==> config.mk <==
export PLATFORM = sky130hd
export DESIGN_NAME = enemy_spawn_ctrl
export DESIGN_NICKNAME = d
export VERILOG_FILES = /design/src/rtl/tank_pkg.sv /design/src/rtl/enemy_spawn_ctrl_tick_sync.sv /design/src/rtl/enemy_spawn_ctrl.sv
export SDC_FILE = /design/constraint.sdc
export NUM_CORES = 1
export LEC_CHECK = 0
export ABC_AREA = 0
export CORE_MARGIN = 4
export CORE_UTILIZATION = 57
export CTS_CLUSTER_SIZE = 40
export DETAILED_ROUTE_END_ITERATION = 6
export DONT_BUFFER_PORTS = 1
export GPL_ROUTABILITY_DRIVEN = 0
export HOLD_SLACK_MARGIN = 0.15
export PLACE_DENSITY = 0.75
export SKIP_LAST_GASP = 1
export SLEW_MARGIN = 20
export SYNTH_ARGS = -nofsm -noshare
export SYNTH_HDL_FRONTEND = slang
export SYNTH_SLANG_ARGS = --single-unit
==> constraint.sdc <==
create_clock -name clk -period 2.35 [get_ports clk]
set_input_delay 0.235 -clock clk [delete_from_list [all_inputs] [get_ports clk]]
set_output_delay 0.235 -clock clk [all_outputs]
set_load 0.005 [all_outputs]
==> src/rtl/tank_pkg.sv <==
// Shared types and constants for the enemy tank spawn scheduler.
// Holds the slot index type, spawn FSM states, LFSR constants and a popcount helper.
package tank_pkg;

   localparam int NUM_SLOTS = 4;

   typedef logic [1:0] slot_idx_t;

   typedef enum logic [2:0] {
      IDLE,
      WAIT,
      SEL,
      REQ,
      DRAIN,
      DONE
   } spawn_state_t;

   // Galois form of x^8+x^6+x^5+x^4+1, shifting toward bit 0
   localparam logic [7:0] LFSR_SEED = 8'hA5;
   localparam logic [7:0] LFSR_TAPS = 8'hB8;

   function automatic logic [2:0] popcount4(input logic [3:0] v);
      return 3'(v[0]) + 3'(v[1]) + 3'(v[2]) + 3'(v[3]);
   endfunction

endpackage

==> src/rtl/enemy_spawn_ctrl_tick_sync.sv <==
// Two-flop synchroniser followed by a rising-edge detector producing a one-clock pulse.
// Used for the slow game tick and for the wave start button.
module tick_sync (
   input  logic clk,
   input  logic rst,
   input  logic async_in,
   output logic pulse
);

   logic [2:0] sync_q;

   // sync_q[2] is the previous synchronised level, so the pulse is registered once more
   always_ff @(posedge clk or posedge rst) begin
      if (rst) begin
         sync_q <= 3'b000;
         pulse  <= 1'b0;
      end else begin
         sync_q <= {sync_q[1:0], async_in};
         pulse  <= sync_q[1] & ~sync_q[2];
      end
   end

endmodule

==> src/rtl/enemy_spawn_ctrl.sv <==
// Wave scheduler for the four enemy tank slots: budget, pacing, round-robin requests, kill count.
// Define SPAWN_LFSR_EN to add 0..7 pseudo-random ticks to each spawn gap.
module enemy_spawn_ctrl
   import tank_pkg::*;
#(
   parameter int TOTAL_TANKS = 20,
   parameter int SPAWN_GAP   = 8,
   parameter int ACK_TIMEOUT = 4,
   parameter int CNT_W       = 6
) (
   input  logic             clk,
   input  logic             rst,
   input  logic             tick_4hz,
   input  logic             start,
   input  logic [3:0]       tank_state,
   output logic [3:0]       tank_en,
   output logic [CNT_W-1:0] remaining,
   output logic [CNT_W-1:0] kills,
   output logic             busy,
   output logic             wave_done
);

   spawn_state_t state, state_next;

   logic         tick;
   logic         start_edge;
   slot_idx_t    rr_ptr;
   slot_idx_t    slot;
   slot_idx_t    pick;
   logic         found;
   logic [8:0]   gap_cnt;
   logic [8:0]   gap_limit;
   logic [3:0]   to_cnt;
   logic [3:0]   prev_state;
   logic [3:0]   fell;
   logic [CNT_W:0] kill_sum;
   logic         ack;
   logic         gap_hit;
   logic         to_hit;

   tick_sync u_tick_sync (
      .clk      (clk),
      .rst      (rst),
      .async_in (tick_4hz),
      .pulse    (tick)
   );

   tick_sync u_start_sync (
      .clk      (clk),
      .rst      (rst),
      .async_in (start),
      .pulse    (start_edge)
   );

`ifdef SPAWN_LFSR_EN
   logic [7:0] lfsr;

   always_ff @(posedge clk or posedge rst) begin
      if (rst) begin
         lfsr <= LFSR_SEED;
      end else if (tick) begin
         lfsr <= {1'b0, lfsr[7:1]} ^ (lfsr[0] ? LFSR_TAPS : 8'h00);
      end
   end

   // The jitter is frozen for the whole gap so the limit cannot move under the counter
   always_ff @(posedge clk or posedge rst) begin
      if (rst) begin
         gap_limit <= 9'(SPAWN_GAP);
      end else if (state_next == WAIT && state != WAIT) begin
         gap_limit <= 9'(SPAWN_GAP) + 9'(lfsr[2:0]);
      end
   end
`else
   assign gap_limit = 9'(SPAWN_GAP);
`endif

   // Round-robin search: scan backwards so the slot closest to rr_ptr wins
   always_comb begin
      slot_idx_t cand;
      found = 1'b0;
      pick  = rr_ptr;
      cand  = rr_ptr;
      for (int k = NUM_SLOTS - 1; k >= 0; k--) begin
         cand = rr_ptr + slot_idx_t'(k);
         if (!tank_state[cand]) begin
            found = 1'b1;
            pick  = cand;
         end
      end
   end

   assign ack      = tank_state[slot];
   assign gap_hit  = tick && (gap_cnt == gap_limit - 9'd1);
   assign to_hit   = tick && (to_cnt == 4'(ACK_TIMEOUT - 1));
   assign fell     = prev_state & ~tank_state;
   assign kill_sum = {1'b0, kills} + (CNT_W + 1)'(popcount4(fell));

   always_ff @(posedge clk or posedge rst) begin
      if (rst) begin
         state <= IDLE;
      end else begin
         state <= state_next;
      end
   end

   always_comb begin
      state_next = state;
      case (state)
         IDLE:    if (start_edge) state_next = WAIT;
         WAIT: begin
            if (remaining == '0) state_next = DRAIN;
            else if (gap_hit)    state_next = SEL;
         end
         SEL:     state_next = found ? REQ : WAIT;
         REQ:     if (ack || to_hit) state_next = WAIT;
         DRAIN:   if (tank_state == 4'b0000) state_next = DONE;
         DONE:    if (start_edge) state_next = WAIT;
         default: state_next = IDLE;
      endcase
   end

   always_comb begin
      busy      = (state == WAIT) || (state == SEL) || (state == REQ) || (state == DRAIN);
      wave_done = (state == DONE);
   end

   // Kill overflow shows up in the extra top bit of kill_sum and clamps to all ones
   always_ff @(posedge clk or posedge rst) begin
      if (rst) begin
         tank_en    <= 4'b0000;
         remaining  <= CNT_W'(TOTAL_TANKS);
         kills      <= '0;
         rr_ptr     <= '0;
         slot       <= '0;
         gap_cnt    <= '0;
         to_cnt     <= '0;
         prev_state <= 4'b0000;
      end else begin
         prev_state <= tank_state;

         if ((state == IDLE || state == DONE) && start_edge) begin
            kills <= '0;
         end else if (state != IDLE) begin
            kills <= kill_sum[CNT_W] ? '1 : kill_sum[CNT_W-1:0];
         end

         case (state)
            IDLE, DONE: begin
               if (start_edge) begin
                  remaining <= CNT_W'(TOTAL_TANKS);
                  gap_cnt   <= '0;
               end
            end
            WAIT: begin
               if (remaining != '0 && tick) begin
                  gap_cnt <= gap_hit ? 9'd0 : gap_cnt + 9'd1;
               end
            end
            SEL: begin
               if (found) begin
                  slot    <= pick;
                  tank_en <= 4'b0001 << pick;
                  to_cnt  <= '0;
               end
            end
            REQ: begin
               if (ack) begin
                  tank_en <= 4'b0000;
                  rr_ptr  <= slot + 2'd1;
                  if (remaining != '0) remaining <= remaining - 1'b1;
               end else if (tick) begin
                  if (to_hit) tank_en <= 4'b0000;
                  else        to_cnt  <= to_cnt + 4'd1;
               end
            end
            default: ;
         endcase
      end
   end

endmodule

==> run metrics <==
kind of end point of the critical path register; routed length per instance between 15 and 20 µm; Slew Viols, Final 0; DP HPWL 3.42 mm; # fillers 329; first-pass GRT wire length 8.30 mm; metal1 wirelength 2.42 mm; die height 74.7 µm; Place WS -0.0342 ns; met2 wire length 2.19 mm; Slew headroom 0.598; uppermost layer routed met4; Peak supply drop around 510 µV; DRT Pass-1 Iters 4; register area approximately 0.0012 mm²; power share of the combinational group 0.386; Cell Rows 23; CTS sink count 48; RSZ-0062 raised after global routing true; Reg2Reg Setup Slack roughly 0.096 ns; number of vias per cell 6.17; Netlist cell types 64; Crit Path Category reg2reg; CP Max Fanout 4; final wirelength 4.87 mm; Clock Path Buffers 2; Area growth syn-to-layout 9.27%; #FFs+latches synth 48; CTS Buf Count 5; Power Total just under 3 mW; register area share after synthesis 0.475; post-synthesis average cell area 10.5 µm²; Seq pwr share 0.453; syn_nets 256; Tmin final about 2.3 ns; DR iter-0 viols 86; top cells by count, synth dfrtp_1, nand2_1, o21ai_0; GRT Util Overall 0.193; top_reg_cell synth dfrtp_1; FF-to-FF path depth 8; area share of the largest cell type after synthesis 0.454; clock latency on the worst-skew pair 0.30 ns; outcome finished clean; Clock Tree Root clkbuf_8; part of the power in the clock network 0.162; drc violations 0; HP Class in2reg; Total Die Area 0.00558 mm²; H-tree depth 2; met3 WL post-DR between 150 and 200 µm; Ports 26; initial antenna violation count 0; NetSw 1.18 mW; final hold violations 0; Pwr Density roughly 1100 mW/mm²; Int Pwr 1.77 mW; R2R Path End kills[5]; data arrival time of the worst path 2.44 ns; Multi-input gate area 0.00127 mm²; fmax 444 MHz; core area 0.00414 mm²; Gate Count Post-Synth 241; area leader, netlist dfrtp_1; WHS Path Cells 2; Clock Pin Slew Worst Setup and Hold Paths around 0.09 ns; CP startpoint kills[0]; Synth area leaders dfrtp_1, nand2_1, o21ai_0, fa_1, dfstp_2; CTS tree built; Clock Skew 0.00739 ns; total congestion overflow 0; Final Cycle Share 0.959; Final ANT Viol Nets 0; final setup margin 0.0956 ns; Synth Warn # 0; diodes inserted 0; Die Wd between 70 and 80 µm; critical path data required time 2.54 ns; PortBufs 0; worst r2r src kills[0]; Startpoint Class register; Max Cap Violations 0; leakage 1.20 nW; Synth Cell Area 0.00254 mm²; final setup fails 0; Worst Hold Launch tank_state[3]; Worst-Margin Slew ~0.60 ns; hold slack ~0.22 ns; Net count, final ~270; Via Count 1,883; Post-synth EDFFs 0; Sw Ratio 0.399; largest net degree at the start of global routing 36; Min-Delay Endpoint tank_en[2]; starting density of the core 0.612; vias in the first global route 1,830; Async SR Flop Fraction 1.00; layout cell share with drive strength beyond 1 0.141; count leader, synth dfrtp_1
-- cell usage in the layout, fill, tap and decap left out, drive strengths merged, types with 4 or more instances in the layout --
cell type / count
a21oi: 6
a221o: 4
ha: 4
or3: 6
nand2: 20
nor3: 4
nand2b: 6
and3: 6
inv: 12
a22o: 7
nor2: 14
o31ai: 5
clkbuf: 7
o21ai: 15
nor2b: 8
dfrtp: 46
nand3: 10
dlygate4sd3: 7
buf: 5
-- layer usage --
layer  vias up  global-route usage
met1       920               0.270
met4         0              0.0791
met2        38               0.287
met3         5              0.0494
met5         -                   0
li1        920                   -
-- worst max path at each step --
stage                          end  slack, ns
after detailed placement  kills[1]      -0.03
after floorplan           kills[1]       0.06
after global routing      kills[5]      -0.03
final                     kills[5]        0.1
after CTS                 kills[1]      0.003
after global placement    kills[1]       0.02
-- final cells by class --
cell class / instances / share of cell area
clock inverters: 1 / 0.00181
repair buffers: 12 / 0.0388
flip-flops and latches: 48 / 0.434
well taps: 50 / 0.0226
clock buffers: 7 / 0.0275
inverters: 12 / 0.0163
multi-input cells: 175 / 0.459
-- flip-flops by register name, indices dropped and copies added, names as in the netlist --
signal,count
gap_cnt,9
kills,6
remaining,6
prev_state,4
tank_en,4
to_cnt,4
state,3
u_start_sync.sync_q,3
u_tick_sync.sync_q,3
rr_ptr,2
slot,2
u_start_sync.pulse,1
u_tick_sync.pulse,1
-- metrics by stage --
stage	area [µm²]	cells	util	setup TNS (ns)
2_1_floorplan	2540	241	-	0
3_3_place_gp	2590	289	0.626	0
3_5_place_dp	2590	289	0.626	-0.0453
4_1_cts	2750	304	0.664	0
5_1_grt	2770	305	0.669	-0.0555
6_report	2770	305	0.669	0
-- worst max-delay path, stage by stage, from the launching register on --
cell	delay [ns]
dfrtp_1	0.38
inv_2	0.05
fa_1	0.56
fa_2	0.22
inv_2	0.04
fa_2	0.39
and3_4	0.21
o31ai_2	0.21
a21oi_1	0.09
-- repair_timing --
action / 4_1_cts / 5_1_grt
pin swaps: 0 / 5
endpoints found under the hold margin: 19 / 0
endpoints found under the setup margin: 4 / 5
setup buffers: 0 / 1
hold buffers: 7 / 0
cloned: 0 / 0
gates resized for setup: 2 / 6
-- kinds of logic (layout without fill, tap and decap cells) --
group | count (synthesis) | count (layout) | synth area share
AOI/OAI and AO/OA | 64 | 64 | 0.197
xor gates and xnor gates | 4 | 4 | 0.0138
adders and majority gates | 7 | 7 | 0.0434
buffers and inverters | 18 | 32 | 0.0311
DFF | 48 | 48 | 0.475
muxes | 5 | 5 | 0.0252
and+or+nand+nor | 95 | 95 | 0.215
-- power by group through the flow --
| stage | sequential (mW) | clock, mW | combinational (mW) |
|---|---|---|---|
| 3_3_place_gp | 1.34 | 0 | 1.07 |
| 2_1_floorplan | 1.23 | 0 | 0.958 |
| 6_report | 1.33 | 0.477 | 1.14 |
| 3_5_place_dp | 1.35 | 0 | 1.09 |
| 5_1_grt | 1.38 | 0.525 | 1.29 |
| 4_1_cts | 1.33 | 0.487 | 1.12 |
(Power assumes the default switching activity.)
